<file path="config.mk">
export PLATFORM = sky130hd
export DESIGN_NAME = serial_adder_flat
export DESIGN_NICKNAME = d
export VERILOG_FILES = /design/src/rtl/serial_adder_if.sv /design/src/rtl/serial_adder.sv /design/src/flat_wrapper.sv
export SDC_FILE = /design/constraint.sdc
export NUM_CORES = 1
export LEC_CHECK = 0
export CAP_MARGIN = 20
export CORE_ASPECT_RATIO = 0.6
export CORE_MARGIN = 4
export CORE_UTILIZATION = 35
export DETAILED_ROUTE_END_ITERATION = 10
export MAX_ROUTING_LAYER = met4
export PLACE_DENSITY = 0.59
export SLEW_MARGIN = 25
export SYNTH_ARGS = -nofsm -noshare
export SYNTH_HDL_FRONTEND = slang
export SYNTH_SLANG_ARGS = --single-unit
</file>
<file path="constraint.sdc">
create_clock -name clk -period 2.7 [get_ports clk]
set_input_delay 0.54 -clock clk [delete_from_list [all_inputs] [get_ports clk]]
set_output_delay 0.54 -clock clk [all_outputs]
set_load 0.02 [all_outputs]
</file>
<file path="src/rtl/serial_adder_if.sv">
// Handshake and result bus of the bit-serial adder.
// The master side requests additions; the slave side is the adder itself.
interface serial_adder_if #(
    parameter int WIDTH = 8
);
    logic             start;
    logic [WIDTH-1:0] a;
    logic [WIDTH-1:0] b;
    logic             cin;
    logic             busy;
    logic             done;
    logic [WIDTH-1:0] sum;
    logic             cout;
    logic             overflow;

    modport master (
        output start, a, b, cin,
        input  busy, done, sum, cout, overflow
    );

    modport slave (
        input  start, a, b, cin,
        output busy, done, sum, cout, overflow
    );
endinterface

</file>
<file path="src/rtl/serial_adder.sv">
// Bit-serial adder: one full-add cell and a carry flop.
// Each operand bit takes one cycle; results are registered on entry to DONE.
module serial_adder #(
    parameter int WIDTH = 8
) (
    input  logic          clk,
    input  logic          rst_n,
    serial_adder_if.slave bus
);
    localparam int unsigned CW = $clog2(WIDTH + 1);
    localparam logic [CW-1:0] LAST = CW'(WIDTH - 1);

    typedef enum logic [1:0] {
        IDLE,
        RUN,
        DONE
    } state_t;

    state_t           state;
    logic [WIDTH-1:0] a_sr;
    logic [WIDTH-1:0] b_sr;
    logic [WIDTH-1:0] psum;
    logic             carry;
    logic [CW-1:0]    cnt;

    logic             fa_sum;
    logic             fa_carry;

    always_comb begin
        fa_sum   = a_sr[0] ^ b_sr[0] ^ carry;
        fa_carry = (a_sr[0] & b_sr[0]) | (a_sr[0] & carry) | (b_sr[0] & carry);
    end

    always_ff @(posedge clk or negedge rst_n) begin
        if (!rst_n) begin
            state        <= IDLE;
            a_sr         <= '0;
            b_sr         <= '0;
            psum         <= '0;
            carry        <= 1'b0;
            cnt          <= '0;
            bus.busy     <= 1'b0;
            bus.done     <= 1'b0;
            bus.sum      <= '0;
            bus.cout     <= 1'b0;
            bus.overflow <= 1'b0;
        end else begin
            case (state)
                IDLE: begin
                    if (bus.start) begin
                        a_sr     <= bus.a;
                        b_sr     <= bus.b;
                        carry    <= bus.cin;
                        psum     <= '0;
                        cnt      <= '0;
                        bus.busy <= 1'b1;
                        state    <= RUN;
                    end
                end
                RUN: begin
                    psum  <= {fa_sum, psum[WIDTH-1:1]};
                    a_sr  <= {1'b0, a_sr[WIDTH-1:1]};
                    b_sr  <= {1'b0, b_sr[WIDTH-1:1]};
                    carry <= fa_carry;
                    cnt   <= cnt + CW'(1);
                    if (cnt == LAST) begin
                        // carry still holds the carry into the MSB here
                        bus.sum      <= {fa_sum, psum[WIDTH-1:1]};
                        bus.cout     <= fa_carry;
                        bus.overflow <= carry ^ fa_carry;
                        bus.done     <= 1'b1;
                        state        <= DONE;
                    end
                end
                DONE: begin
                    bus.done <= 1'b0;
                    // The return to IDLE and a pending start share this edge,
                    // giving one operation every WIDTH+1 cycles.
                    if (bus.start) begin
                        a_sr  <= bus.a;
                        b_sr  <= bus.b;
                        carry <= bus.cin;
                        psum  <= '0;
                        cnt   <= '0;
                        state <= RUN;
                    end else begin
                        bus.busy <= 1'b0;
                        state    <= IDLE;
                    end
                end
                default: begin
                    bus.busy <= 1'b0;
                    bus.done <= 1'b0;
                    state    <= IDLE;
                end
            endcase
        end
    end
endmodule

</file>
<file path="src/flat_wrapper.sv">
// flat-port wrapper written by rule: the top's interface ports become plain ports
module serial_adder_flat 
#(
    parameter int WIDTH = 8
)
  (clk, rst_n, bus_start, bus_a, bus_b, bus_cin, bus_busy, bus_done, bus_sum, bus_cout, bus_overflow);
  serial_adder_if #(.WIDTH(WIDTH)) bus_i ();
  input  logic clk;
  input  logic rst_n;
  input wire logic [$bits(bus_i.start)-1:0] bus_start;
  input wire logic [$bits(bus_i.a)-1:0] bus_a;
  input wire logic [$bits(bus_i.b)-1:0] bus_b;
  input wire logic [$bits(bus_i.cin)-1:0] bus_cin;
  output wire logic [$bits(bus_i.busy)-1:0] bus_busy;
  output wire logic [$bits(bus_i.done)-1:0] bus_done;
  output wire logic [$bits(bus_i.sum)-1:0] bus_sum;
  output wire logic [$bits(bus_i.cout)-1:0] bus_cout;
  output wire logic [$bits(bus_i.overflow)-1:0] bus_overflow;
  assign bus_i.start = bus_start;
  assign bus_i.a = bus_a;
  assign bus_i.b = bus_b;
  assign bus_i.cin = bus_cin;
  assign bus_busy = bus_i.busy;
  assign bus_done = bus_i.done;
  assign bus_sum = bus_i.sum;
  assign bus_cout = bus_i.cout;
  assign bus_overflow = bus_i.overflow;
  serial_adder #(.WIDTH(WIDTH)) u_core (.clk(clk), .rst_n(rst_n), .bus(bus_i));
endmodule
</file>
==> metrics, run 1 <==
WL final=3776 um; Area Growth Syn to Fin=23.59%; initial antenna violation count=0; Clock Latency Late Sink=0.29 ns; Placed Area=0.002183 mm2; maximum root-to-sink buffer count=2; synth unique cells=28; Inserted Clock Buffers=5; RSZ-0062 raised after global routing=false; clk sink count=42; Yosys top cell area share=0.5726; slew margin rel.=0.3961; Diodes inserted=0; worst r2r dst=u_core.a_sr[2]$_DFFE_PN0P_; # rows=20; Core Region=0.005055 mm2; crit path DAT=2.16 ns; Port-buffer cells=31; yosys warns=0; R2R setup slack=0.92 ns; Final Hold Fails=0; starting density of the core=0.3631; Power Total=2624 uW; Top-Level Pins=32; Final min period=2.035 ns; worst-case vdd ir drop=361.7 uV; total die area=0.006505 mm2; CP Launch Type=primary input; Final Slew Violations=0; most frequent cell after synthesis=dfrtp_1; Final setup viols=0; register bit total from synthesis=42; Sum Neg Setup Slack=0 ns; Net Count, Synth=168; Synth top cells by count=dfrtp_1 (42), nand3_1 (16), o21ai_1 (16); final worst-path cycle share=0.7537; crit-path max FO=23; largest net degree at the start of global routing=43; Post-CTS Setup Repair Bufs=0; crit end category=register; Post-CTS Hold Buffers=0; Post-Synthesis Cell Area=0.001836 mm2; Lkg Pwr=0.001032 uW; fmax=491.4 MHz; routed length per instance=15.67 um; H-tree depth=2; via count=1254; syn avg cell area=12.57 um2; Async S/R FF share, synth=1.000; Setup Crit Path Kind=primary input to register; post-route ant nets=0; Worst EP required=2.83 ns; Post-Syn Instances=146; vias in the first global route=1288; ys flop type=dfrtp_1; DR iter-0 viols=47; Die Y=64.10 um; Seq/Total Area, Yosys=0.5726; Hold WC Path Type=primary input to async pin; power density over cell area=1157 mW/mm2; final instance area=0.002268 mm2; die width=101.5 um; Global Route Usage Sum=0.1338; largest area contributor in the netlist=dfrtp_1; Post-synth EDFFs=0; CTS tree=built; most area-consuming cells after synthesis=dfrtp_1 (57%), mux2i_1 (8.2%), mux2_1 (6.1%); status=finished clean; Nets=198; via/cell ratio=5.203; Reg clk slew, reported paths=0.08 ns; Clock Tree Root=clkbuf_8; FF-to-FF Start=u_core.state[0]$_DFFE_PN0P_; worst reg-to-reg path cell count=3; RePlAce Congestion=0.7267; DR DRC count=0; GRT overflow=0; layout cells sized above 1=0.08000; Setup Skew=0.01001 ns; MaxCap Viol Count=0; Slew @ Worst Pin=0.9048 ns; Pre-Repair DR Iteration Count=4; first-pass GRT wire length=6486 um; post-CTS sizing=0
-- sequential cells by signal (all words and copies together) (netlist names) --
signal	flops
u_core.a_sr	8
u_core.b_sr	8
u_core.bus.sum	8
u_core.psum	7
u_core.cnt	4
u_core.state	2
u_core.bus.busy	1
u_core.bus.cout	1
u_core.bus.done	1
u_core.bus.overflow	1
u_core.carry	1
-- critical path, cell delays in order --
cell,delay [ns]
clkdlybuf4s50_1,0.49
nor2b_1,0.23
nor2_2,0.72
o21ai_1,0.17
-- report_power, final --
| part | total [uW] | internal, uW | switching (uW) |
|---|---|---|---|
| logic | 1110 | 555 | 559 |
| registers | 1120 | 910 | 211 |
| clock network | 390 | 197 | 192 |
| total | 2620 | 1660 | 962 |
-- logic make-up after synthesis --
kind of cell,after synthesis,synth area share
flip-flops,42,0.5726
AO/OA/AOI/OAI,30,0.1063
AND/OR/NAND/NOR,29,0.09203
multiplexers,27,0.1554
buffers and inverters,12,0.03612
XOR/XNOR,3,0.01432
adder cells (fa/ha/maj),3,0.02318
-- metrics by stage --
| step | std cells | hold slack, ns | worst slack [ns] | util |
|---|---|---|---|---|
| final | 241 | 0.2363 | 0.6649 | 0.4488 |
| after global routing | 241 | 0.2781 | 0.5090 | 0.4488 |
| after floorplan | 146 | 0.2444 | 1.188 | - |
| after global placement | 235 | 0.4665 | 0.4736 | 0.4319 |
| after detailed placement | 235 | 0.4789 | 0.3433 | 0.4319 |
| after CTS | 241 | 0.4242 | 0.6566 | 0.4483 |
-- layout make-up --
cell class / count / area [um2]
clock buffers: 6 / 82.58
fillers: 481 / 2786
flip-flops and latches: 42 / 1051
inverters: 1 / 3.754
well taps: 66 / 82.58
repair buffers: 34 / 330.3
multi-input cells: 92 / 718.2
-- placed cells by master, fill, tap and decap left out, types with 2 or more instances in the layout --
| master | synthesis | final |
|---|---|---|
| nor2b_1 | 2 | 2 |
| clkdlybuf4s50_1 | 0 | 30 |
| mux2_1 | 10 | 10 |
| mux2_2 | 2 | 2 |
| nand3_1 | 16 | 16 |
| xnor2_1 | 2 | 2 |
| nand2_1 | 2 | 2 |
| buf_4 | 2 | 4 |
| a22o_1 | 10 | 10 |
| mux2i_1 | 15 | 15 |
| nor3b_1 | 2 | 2 |
| dfrtp_1 | 42 | 42 |
| nand2b_1 | 3 | 3 |
| o21ai_1 | 16 | 16 |
| clkbuf_8 | 0 | 6 |
| a21o_1 | 3 | 3 |
-- per-layer routing --
metal	vias to the layer above	part of all wire	GRT usage
met3	5	0.059	0.03599
met2	37	0.47	0.1906
met1	628	0.46	0.1849
li1	584	-	-
met4	0	0.011	0.04478
met5	-	0	-
-- how the worst max path moves through the flow --
| stage | cells after the start | start | to |
|---|---|---|---|
| 6_report | 4 | bus_start | u_core.a_sr[2]$_DFFE_PN0P_ |
| 5_1_grt | 4 | bus_start | u_core.a_sr[3]$_DFFE_PN0P_ |
| 4_1_cts | 4 | bus_start | u_core.b_sr[4]$_DFFE_PN0P_ |
| 3_5_place_dp | 4 | bus_start | u_core.b_sr[4]$_DFFE_PN0P_ |
| 3_3_place_gp | 4 | bus_start | u_core.a_sr[5]$_DFFE_PN0P_ |
| 2_1_floorplan | 5 | u_core.state[1]$_DFFE_PN0P_ | u_core.bus.sum[7]$_DFFE_PN0P_ |
Power figures use the tool's default switching activity.
==> run 2, diff against run 1 <==
- PLACE_DENSITY: 0.59 -> 0.61
- clock period: 2.7 -> 1.7 ns (I/O delays scaled with it)
==> metrics, run 2 (synthesis results as in run 1) <==
Setup Crit Path Kind=register to output pin; Diodes inserted=0 (unchanged); final instance area=0.002345 mm2 (+3.4%); Final Hold Fails=0 (unchanged); initial antenna violation count=0 (unchanged); DR iter-0 viols=48 (+2.1%); Lkg Pwr=0.001077 uW (+4.3%); power density over cell area=1824 mW/mm2 (+58%); crit-path max cell delay=0.61 ns (-0.11 ns); Slew @ Worst Pin=0.5267 ns (-0.3781 ns); Nets=205 (+3.5%); via count=1244 (-0.80%); Reg clk slew, reported paths=0.08 ns (about the same); RePlAce Congestion=0.7797 (+7.3%); Top Metal Used=met4; Finished Core Util=0.4639 (+0.01510); DR DRC count=0 (unchanged); Die Y=64.10 um (unchanged); slew margin rel.=0.6480 (+0.2519); CTS tree=built; via/cell ratio=4.976 (-4.4%); crit end category=output pin; Clock Tree Root=clkbuf_8; most frequent cells in the layout=dfrtp_1 (42), clkdlybuf4s50_1 (30), nand3_1 (16), o21ai_1 (16), mux2i_1 (15); Global Route Usage Sum=0.1321 (-0.001719); PnR worst setup slack=0.1032 ns (-0.5617 ns); first-pass GRT wire length=6575 um (+1.4%); routed length per instance=14.98 um (-4.4%); Port-buffer cells=31 (unchanged); crit-path max FO=2 (-91%); clk sink count=42 (unchanged); Cell Count Post-Placement=242 (+3.0%); FILL cells=474 (-1.5%); met2 WL=1674 um (-5.2%); CP Launch Type=register; cell family with most CP delay=buffers and inverters; Placed Area=0.002248 mm2 (+3.0%); worst-path cell chain=clkdlybuf4s50_1; worst-case vdd ir drop=764.7 uV (+110%); final worst-path cycle share=0.9393; RSZ-0062 raised after global routing=false; GRT overflow=0 (unchanged); WP buf/inv=1 (unchanged); Pre-Repair DR Iteration Count=4 (unchanged); H-tree depth=2 (unchanged); total die area=0.006505 mm2 (unchanged); Final Slew Violations=0 (unchanged); die width=101.5 um (unchanged); Clock Latency Late Sink=0.29 ns (about the same); layout cells sized above 1=0.1196 (+0.03957); fmax=626.3 MHz; Worst EP required=1.36 ns (-1.47 ns); register area=0.001051 mm2 (unchanged); final cell count without fillers=250 (+3.7%); Top-Level Pins=32 (unchanged); status=finished clean; Final setup viols=0 (unchanged); Power Total=4277 uW (+63%); MaxCap Viol Count=0 (unchanged); Post-CTS Hold Buffers=0 (unchanged); # rows=20 (unchanged); Final min period=1.597 ns; largest net degree at the start of global routing=43 (unchanged); Inserted Clock Buffers=5 (unchanged); commonest non-fill, non-tap cell in the layout=dfrtp_1; WL final=3746 um (-0.79%); Area Growth Syn to Fin=27.74%; starting density of the core=0.3631 (unchanged); Setup Skew=0.005478 ns (-0.004533 ns); maximum root-to-sink buffer count=2 (unchanged); vias in the first global route=1364 (+5.9%); HPWL Detailed=2712 um; slowest stage cell, crit path=clkdlybuf4s50_1; wire length on met1=1914 um (+9.9%); crit path DAT=1.26 ns (-0.90 ns); Hold WC Path Type=primary input to async pin; DR WL met3=129 um (-42%); DP Worst Slack=-0.3247 ns (-0.6679 ns); Core Region=0.005055 mm2 (unchanged); post-route ant nets=0 (unchanged); Multi-input gate area=723.2 um2 (+0.70%); biggest regs=u_core.a_sr: 8 flops, u_core.b_sr: 8 flops, u_core.bus.sum: 8 flops
run 2: cell count changes in the layout (fill, tap and decap cells not counted):
cell / delta
buf_12: +1
clkbuf_1: +1
buf_4: +5
clkinv_2: +1
nor2_4: +1
nor2_2: -1
buf_2: +1
run 2: power by group:
| group | leakage (uW) | switching [uW] | internal (uW) | total [uW] |
|---|---|---|---|---|
| clock network | 0.0000482 | 325 | 328 | 653 |
| logic | 0.000501 | 916 | 949 | 1860 |
| registers | 0.000527 | 315 | 1440 | 1760 |
| total | 0.00108 | 1560 | 2720 | 4280 |
run 2: through the flow:
stage	TNS, ns	hold WS (ns)
after floorplan	0	0.04441
after global placement	-4.655	0.4341
after detailed placement	-6.386	0.4448
after CTS	0	0.1293
after global routing	0	0.1570
final	0	0.1145
run 2: worst reg2reg max path, cell delays in order, from the launching register on:
cell and delay, ns:
dfrtp_1 0.42, buf_4 0.19, nand2b_1 0.11, nor3_4 0.16, buf_4 0.21, mux2_1 0.34
run 2: repair_timing:
item | 4_1_cts | 5_1_grt
setup endpoints to repair | 1 | 0
setup buffers | 0 | 0
resized for setup | 1 | 0
run 2: metal layers:
metal | vias up | track usage
li1 | 594 | -
met2 | 19 | 0.1930
met3 | 5 | 0.03817
met5 | - | -
met1 | 626 | 0.1808
met4 | 0 | 0.03483
run 2: final timing paths:
path | startpoint | slack [ns] | cells after the start | end
setup / recovery | u_core.bus.busy$_DFFE_PN0P_ | 0.10 | 1 | bus_busy
hold / removal | rst_n | 0.11 | 2 | u_core.a_sr[4]$_DFFE_PN0P_
setup reg to reg | u_core.state[0]$_DFFE_PN0P_ | 0.15 | 5 | u_core.bus.sum[4]$_DFFE_PN0P_
hold reg to reg | u_core.bus.sum[0]$_DFFE_PN0P_ | 0.49 | 1 | u_core.bus.sum[0]$_DFFE_PN0P_
max in group asynchronous | rst_n | 1.23 | 2 | u_core.a_sr[0]$_DFFE_PN0P_
min in group clk | u_core.bus.sum[0]$_DFFE_PN0P_ | 0.49 | 1 | u_core.bus.sum[0]$_DFFE_PN0P_
run 2: area by class of cell:
class / count / share of cell area
clock buffers: 7 / 0.03682
repair buffers: 41 / 0.1676
multi-input cells: 92 / 0.3084
flip-flops and latches: 42 / 0.4482
well taps: 66 / 0.03522
clock inverters: 1 / 0.002134
inverters: 1 / 0.001601
==> run 3, diff against run 2 <==
- CORE_UTILIZATION: 35 -> 47
- CTS_BUF_LIST: default -> sky130_fd_sc_hd__clkbuf_16
- GPL_TIMING_DRIVEN: default -> 0
- PLACE_DENSITY: 0.61 -> 0.77
==> metrics, run 3 (synthesis results as in run 1) <==
Top-Level Pins=32 (unchanged); Final setup viols=0 (unchanged); largest net degree at the start of global routing=25 (-42%); Clock Tree Root=clkbuf_16; via/cell ratio=5.487 (+10%); maximum root-to-sink buffer count=2 (unchanged); Post-CTS Hold Buffers=0 (unchanged); R2R setup slack=0.08 ns (-0.07 ns); crit-path max FO=10 (+8); DR DRC count=0 (unchanged); Pre-Repair DR Iteration Count=4 (unchanged); CP Launch Type=register; final cell count without fillers=234 (-6.4%); DP Worst Slack=-0.1881 ns (+0.1366 ns); # rows=17 (-15%); Final min period=1.624 ns (+0.02698 ns); die width=88.68 um (-13%); HPWL Detailed=2911 um (+7.3%); most frequent cells in the layout=dfrtp_1 (41), clkdlybuf4s50_1 (30), nand3_1 (16), o21ai_1 (16), mux2i_1 (15); post-route ant nets=0 (unchanged); Global Route Usage Sum=0.1871 (+0.05502); Lkg Pwr=0.001106 uW (+2.8%); H-tree depth=2 (unchanged); status=finished clean; Area Growth Syn to Fin=29.72%; Clock Latency Late Sink=0.28 ns (about the same); DR iter-0 viols=115 (+140%); total die area=0.005002 mm2 (-23%); fmax=615.9 MHz (-1.7%); initial antenna violation count=0 (unchanged); PnR worst setup slack=0.07625 ns (-0.02698 ns); Slew @ Worst Pin=0.5185 ns (-0.008260 ns); crit path DAT=1.78 ns (+0.52 ns); MaxCap Viol Count=0 (unchanged); GRT overflow=0 (unchanged); Setup Crit Path Kind=register to register; commonest non-fill, non-tap cell in the layout=dfrtp_1; slew margin rel.=0.6543 (+0.006340); via count=1284 (+3.2%); vias in the first global route=1430 (+4.8%); Sum Neg Setup Slack=0 ns (unchanged); routed length per instance=16.83 um (+12%); final worst-path cycle share=0.9551 (+0.01587); biggest regs=u_core.a_sr: 8 flops, u_core.b_sr: 8 flops, u_core.bus.sum: 8 flops; Inserted Clock Buffers=5 (unchanged); clk sink count=42 (unchanged); layout cells sized above 1=0.1283 (+0.008777); Diodes inserted=0 (unchanged); RePlAce Congestion=0.7241 (-7.1%); WHS=0.01417 ns (-0.1003 ns); Final Slew Violations=0 (unchanged); first-pass GRT wire length=6906 um (+5.0%); worst-case vdd ir drop=851.5 uV (+11%); CTS tree=built; power density over cell area=1916 mW/mm2 (+5.0%); Setup Skew=0.002642 ns (-0.002835 ns); Reg clk slew, reported paths=0.06 ns (-0.02 ns); Placed Area=0.002227 mm2 (-0.95%); starting density of the core=0.4931 (+0.1300); Hold WC Path Type=primary input to async pin; Die Y=56.41 um (-12%); crit end category=register; WL final=3939 um (+5.2%); Final Hold Fails=0 (unchanged); Core Region=0.003722 mm2 (-26%); Nets=208 (+1.5%); Worst EP required=1.86 ns (+0.50 ns); final instance area=0.002381 mm2 (+1.5%); Cell Count Post-Placement=225 (-7.0%); Port-buffer cells=31 (unchanged)
## run 3: changes by cell type in the layout (fill, tap and decap cells not counted), moves of 5 or more
| cell | before | now |
|---|---|---|
| buf_2 | 1 | 6 |
| buf_4 | 9 | 4 |
| clkbuf_16 | 0 | 5 |
| clkbuf_8 | 6 | 0 |
## run 3: path summary, 6_finish.rpt
kind / start / endpoint / cells past startpoint
worst max-delay path: u_core.state[1]$_DFFE_PN0P_ / u_core.bus.sum[4]$_DFFE_PN0P_ / 5
worst min-delay path: rst_n / u_core.a_sr[6]$_DFFE_PN0P_ / 1
worst max register to register: u_core.state[1]$_DFFE_PN0P_ / u_core.bus.sum[4]$_DFFE_PN0P_ / 5
worst min register to register: u_core.bus.done$_DFFE_PN0P_ / u_core.bus.done$_DFFE_PN0P_ / 1
max in group asynchronous: rst_n / u_core.state[1]$_DFFE_PN0P_ / 2
min in group clk: u_core.bus.done$_DFFE_PN0P_ / u_core.bus.done$_DFFE_PN0P_ / 1
## run 3: what timing repair did
| action | 4_1_cts | 5_1_grt |
|---|---|---|
| buffers inserted | 0 | 2 |
| resized for setup | 0 | 2 |
| pin swaps | 1 | 1 |
| endpoints found under the setup margin | 8 | 15 |
## run 3: final cells by class
cell class / count / area (um2)
buffer: 10 / 58.81
tap: 47 / 58.81
sequential: 42 / 1052
inverter: 1 / 3.754
multi-input combinational: 92 / 721.9
clock inverter: 3 / 12.51
timing repair buffer: 34 / 347.8
fill: 258 / 1341
clock buffer: 5 / 125.1
## run 3: power breakdown
group | switching [uW] | internal [uW] | total [uW]
Combinational | 967 | 948 | 1920
Sequential | 306 | 1450 | 1750
Clock | 362 | 530 | 892
Total | 1630 | 2930 | 4560
## run 3: per-stage QoR
stage	power, uW	util
6_report	4561	0.6397
4_1_cts	4579	0.6353
3_3_place_gp	3529	0.5923
2_1_floorplan	2968	-
3_5_place_dp	3667	0.5983
5_1_grt	4879	0.6397
## run 3: routing by layer
metal | share of wire | vias to the layer above | routed length, um | GRT usage
met1 | 0.45 | 652 | 1773 | 0.2479
li1 | - | 600 | - | -
met5 | 0 | - | 0 | -
met2 | 0.50 | 24 | 1965 | 0.2759
met4 | 0.016 | 0 | 62 | 0.07759
met3 | 0.035 | 8 | 136 | 0.04399
## run 3: critical path, cell delays in order (launching register included)
cell	delay (ns)
dfrtp_2	0.45
nand2b_1	0.15
buf_4	0.17
nor3_4	0.22
buf_6	0.18
mux2_1	0.33
